File: config.mk
export PLATFORM = sky130hd
export DESIGN_NAME = interp_mu_gen
export DESIGN_NICKNAME = d
export VERILOG_FILES = /design/src/rtl/interp_mu_gen.sv
export SDC_FILE = /design/constraint.sdc
export NUM_CORES = 1
export LEC_CHECK = 0
export ABC_AREA = 1
export CAP_MARGIN = 20
export CORE_MARGIN = 4
export CORE_UTILIZATION = 25
export DETAILED_ROUTE_END_ITERATION = 10
export GPL_TIMING_DRIVEN = 0
export PLACE_DENSITY = 0.43
export SYNTH_ARGS = -nofsm -noshare
export SYNTH_HDL_FRONTEND = slang
export SYNTH_SLANG_ARGS = --single-unit
File: constraint.sdc
create_clock -name clk -period 2.4 [get_ports clk]
set_clock_uncertainty 0.2 [all_clocks]
set_input_delay 0.24 -clock clk [delete_from_list [all_inputs] [get_ports clk]]
set_output_delay 0.24 -clock clk [all_outputs]
set_load 0.01 [all_outputs]
File: src/rtl/interp_mu_gen.sv
// interp_mu_gen
//   Timing-control producer for the cubic interpolator. A phase accumulator
//   advances by a programmable step on every accepted word. Each phase value
//   is converted to a small float mu = phase / 2^PHASE_W in the 1/8/10 format
//   (sign, exponent bias 127, mantissa truncated). An accumulator wrap flags
//   that the next word belongs to a new input sample (load_x).
//
// Ports
//   clk       clock, all state updates on the rising edge
//   rst_n     synchronous active-low reset
//   en        start conversion of the next mu (sampled only in IDLE)
//   step      phase increment, sampled on the accepting handshake
//   mu_out    mu as a float word, stable while mu_valid is high
//   mu_valid  mu_out / load_x valid
//   mu_ready  consumer accepts the word when high together with mu_valid
//   load_x    with mu_valid: shift the x delay line before using this mu
//   busy      conversion or handshake in progress
//
// State table
//   IDLE  | waiting for en; phase holds the next value to convert
//   NORM  | shifting the phase copy left until its MSB is set (or it is zero)
//   VALID | word presented; waiting for mu_ready

module interp_mu_gen #(
  parameter int DATA_WIDTH = 19,
  parameter int PHASE_W    = 16
) (
  input  logic                  clk,
  input  logic                  rst_n,
  input  logic                  en,
  input  logic [PHASE_W-1:0]    step,
  output logic [DATA_WIDTH-1:0] mu_out,
  output logic                  mu_valid,
  input  logic                  mu_ready,
  output logic                  load_x,
  output logic                  busy
);

  localparam int CNT_W = $clog2(PHASE_W);

  typedef enum logic [1:0] {
    IDLE  = 2'd0,
    NORM  = 2'd1,
    VALID = 2'd2
  } state_t;

  state_t                state, state_nx;
  logic [PHASE_W-1:0]    phase, phase_nx;
  logic [PHASE_W-1:0]    sr, sr_nx;
  logic [CNT_W-1:0]      cnt, cnt_nx;
  logic                  first, first_nx;
  logic [DATA_WIDTH-1:0] mu_nx;
  logic [PHASE_W:0]      sum;
  logic [7:0]            exp_val;

  // Extra bit of the sum is the wrap carry that becomes the next load_x.
  assign sum     = {1'b0, phase} + {1'b0, step};
  // A normalized MSB at bit PHASE_W-1 is worth 0.5 (exponent 126); each
  // shift taken halves it.
  assign exp_val = 8'd126 - 8'(cnt);

  always_ff @(posedge clk) begin
    if (!rst_n) begin
      state  <= IDLE;
      phase  <= '0;
      first  <= 1'b1;
      sr     <= '0;
      cnt    <= '0;
      mu_out <= '0;
    end else begin
      state  <= state_nx;
      phase  <= phase_nx;
      first  <= first_nx;
      sr     <= sr_nx;
      cnt    <= cnt_nx;
      mu_out <= mu_nx;
    end
  end

  always_comb begin
    state_nx = state;
    phase_nx = phase;
    first_nx = first;
    sr_nx    = sr;
    cnt_nx   = cnt;
    mu_nx    = mu_out;

    case (state)
      IDLE: begin
        if (en) begin
          sr_nx    = phase;
          cnt_nx   = '0;
          state_nx = NORM;
        end
      end

      NORM: begin
        if (sr == '0) begin
          mu_nx    = '0;
          state_nx = VALID;
        end else if (sr[PHASE_W-1]) begin
          // Mantissa is the 10 bits below the leading one, truncated.
          mu_nx    = DATA_WIDTH'({1'b0, exp_val, sr[PHASE_W-2 -: 10]});
          state_nx = VALID;
        end else begin
          sr_nx  = sr << 1;
          cnt_nx = cnt + CNT_W'(1);
        end
      end

      VALID: begin
        if (mu_ready) begin
          phase_nx = sum[PHASE_W-1:0];
          first_nx = sum[PHASE_W];
          state_nx = IDLE;
        end
      end

      default: state_nx = IDLE;
    endcase
  end

  // first only changes on the handshake, so load_x is stable through VALID.
  assign mu_valid = (state == VALID);
  assign load_x   = (state == VALID) && first;
  assign busy     = (state != IDLE);

endmodule

==> results.toml <==
[run_status]
status = "completed"

[drt]
drt-initial-drc-count = 171
drc_errors = 0
via_per_inst = 4.34
vias = 3213
wl_per_cell_um = 12.3
ant_nets = 0
first_pass_iters = 4
routed_wl_um = 9110

[global_route]
grt_start_max_net_pins = 17
grt_pass1_vias = 3007
grt_pass1_wl_um = 14800
grt_overflow = 0
grt_use_total = 0.122
antenna_found_initial = 0

[clocking]
numCtsBuffers = 5
clk_latency_ps = 290
clk_pin_slew_ps = 70
cts_hold_buf = 0
cts_tree = "done"
clockBufferDepth = 2
cts.repair.resized = 0
cts_root_buffer = "clkbuf_16"
h-tree-depth = 2
cts.sinks = 55
post_cts.repair.setup_buffers = 0

[sta]
hold_violations = 0
timing.final.crit_period_ps = 2160
fin_ws_ps = 244
fin_crit_sh = 0.898
final-setup-viol-count = 0
worstMarginPinSlew_ps = 644
slew-limit-headroom = 0.571
slew_violations = 0
rsz0062_at_grt = "no"
fin_setup_tns_ps = 0
max_freq_mhz = 464

[critical_path]
cp_max_fo = 3
rr_worst_depth = 11
critPathMaxStageDelay_ps = 430
crit_path_start_kind = "input pin"
cpMaxStageDelayCell = "clkdlybuf4s50_1"
cp.required_ps = 2390
crit_top_cell = "nand2_1"
critPathArrivalTime_ps = 2150
crit_chain = "clkdlybuf4s50_1 -> ha_1 -> fa_1 -> nand2_1 -> nand2_1 -> and2_1 -> nand3_1 -> nand3_1 -> nand2_1 -> nand3_1 -> nand2_1 -> inv_1"
critical_path_class = "input pin to register"
endpoint_kind = "register"

[job]
cap_violations = 0

[finish]
design_area_sq_um = 4140
diodes = 0
drive_above_1_share = 0.0833
area_growth_pct = 23.2
multiInputGateArea_sq_um = 1850
finalNetCount = 602
fillers = 1459
seq_area_sq_um = 1100

[placement]
finalWeightedCongestion = 0.824
io_buffers = 38
placedInstanceArea_sq_um = 3960
dp_slack_ps = -33.4
dp_hpwl_um = 7430

[floorplanning]
die-area_sq_um = 15400
row_count = 42
ioPinCount = 42
coreArea_sq_um = 13200
die_w_um = 124
start_util = 0.255
chipHeight_um = 124

[yosys]
yosys_warnings = 0
synthCells = 517
syn_area_sq_um = 3360
avgSynthCellArea_sq_um = 6.50
ys_seq_elements = 55
seq_area_frac_synth = 0.328
yosys.cell_types.count = 39

[power]
irDropWorstVdd_mv = 0.365
power_uw = 3010
power_leakage_uw = 0.00191
powerDensity_nw_per_um2 = 728

[min_path]
whs_path_depth = 3
holdCritPathClass = "input pin to register"
## cell usage after synthesis, drive strengths merged
cell    count  area, sq um
nand4       1         6.26
dfxtp      55         1100
buf        11         73.8
nor2       42          190
ha         18          225
xor2        1         8.76
nand3b      2         15.0
a31oi       1         21.3
clkbuf      6         22.5
and2        1         6.26
o22ai       4         25.0
o21ai      20          100
conb        1         3.75
a21oi      48          252
o21a        1         7.51
o211ai      4         30.0
or2         5         31.3
nand3      30          155
fa          1         20.0
inv        84          320
nor3        4         20.0
o21bai      1         7.51
nand2     171          669
xnor2       4         35.0
a211oi      1         12.5
## critical path, delay by kind of cell
family	cells	cell delay, ps
and+or+nand+nor	8	820
adders and majority gates	2	620
buffers and inverters	2	470
## cell type report
class	instances	share of cell area
multi-input combinational	362	0.446
sequential	55	0.266
timing repair buffer	38	0.0919
inverter	84	0.0774
tap	176	0.0532
clock buffer	6	0.0336
buffer	17	0.0233
clock inverter	2	0.00847
## power breakdown
group	leakage, uW	internal (uW)	switching, uW
Combinational	0.00138	389	672
Sequential	0.000445	1010	88.8
Clock	0.0000868	520	329
## through the flow
step	utilization	hold WS, ps	std cells
floorplan	-	226	518
global placement	0.301	252	732
detailed placement	0.301	256	732
CTS	0.314	198	740
global route	0.314	210	740
finish	0.314	203	740
## metal layers
layer | wire, um | share of wire | global-route usage | vias up
li1 | - | - | - | 1702
met1 | 4470 | 0.49 | 0.168 | 1451
met2 | 4180 | 0.46 | 0.201 | 56
met3 | 384 | 0.042 | 0.0209 | 4
met4 | 73 | 0.0080 | 0.0246 | 0
met5 | 0 | 0 | 0 | -
## flip-flops by register name (all words and copies together), names as in the netlist
| name | cells |
|---|---|
| cnt | 4 |
| first | 1 |
| mu_out | 16 |
| phase | 16 |
| sr | 16 |
| state | 2 |
## worst paths after layout
check	endpoint	startpoint	slack [ps]
min reg2reg	mu_out[1]$_SDFFE_PN0P_	mu_out[1]$_SDFFE_PN0P_	260
max reg2reg	phase[12]$_SDFFE_PN0P_	phase[0]$_SDFFE_PN0P_	320
min	cnt[0]$_SDFFE_PN0P_	rst_n	200
max	phase[12]$_SDFFE_PN0P_	step[0]	240
## placed cells by master, fill, tap and decap left out, types with 2 or more instances in the layout
cell type and n:
nor2_2 4, a21oi_2 3, a21oi_1 45, nand3b_1 2, nand2_1 164, dfxtp_1 55, o22ai_1 4, xnor2_1 4
nor2_1 35, o211ai_1 4, inv_1 78, o21ai_1 2, inv_2 5, nor2_4 3, buf_4 4, conb_1 2
nand2_2 5, buf_2 5, nor3_1 4, clkdlybuf4s50_1 38, o21ai_0 18, or2_2 3, nand2_4 2, clkbuf_16 5
nand3_1 29, ha_1 18, clkbuf_1 6
## cell families (layout without fill, tap and decap cells)
group / after synthesis / count (layout) / synth area share
DFF: 55 / 55 / 0.328
adders and majority gates: 19 / 19 / 0.0730
xor gates and xnor gates: 5 / 5 / 0.0130
other: 1 / 2 / 0.00112
AOI/OAI and AO/OA: 80 / 80 / 0.136
and+or+nand+nor: 256 / 256 / 0.326
buffers and inverters: 101 / 147 / 0.124
Power figures use the tool's default switching activity.
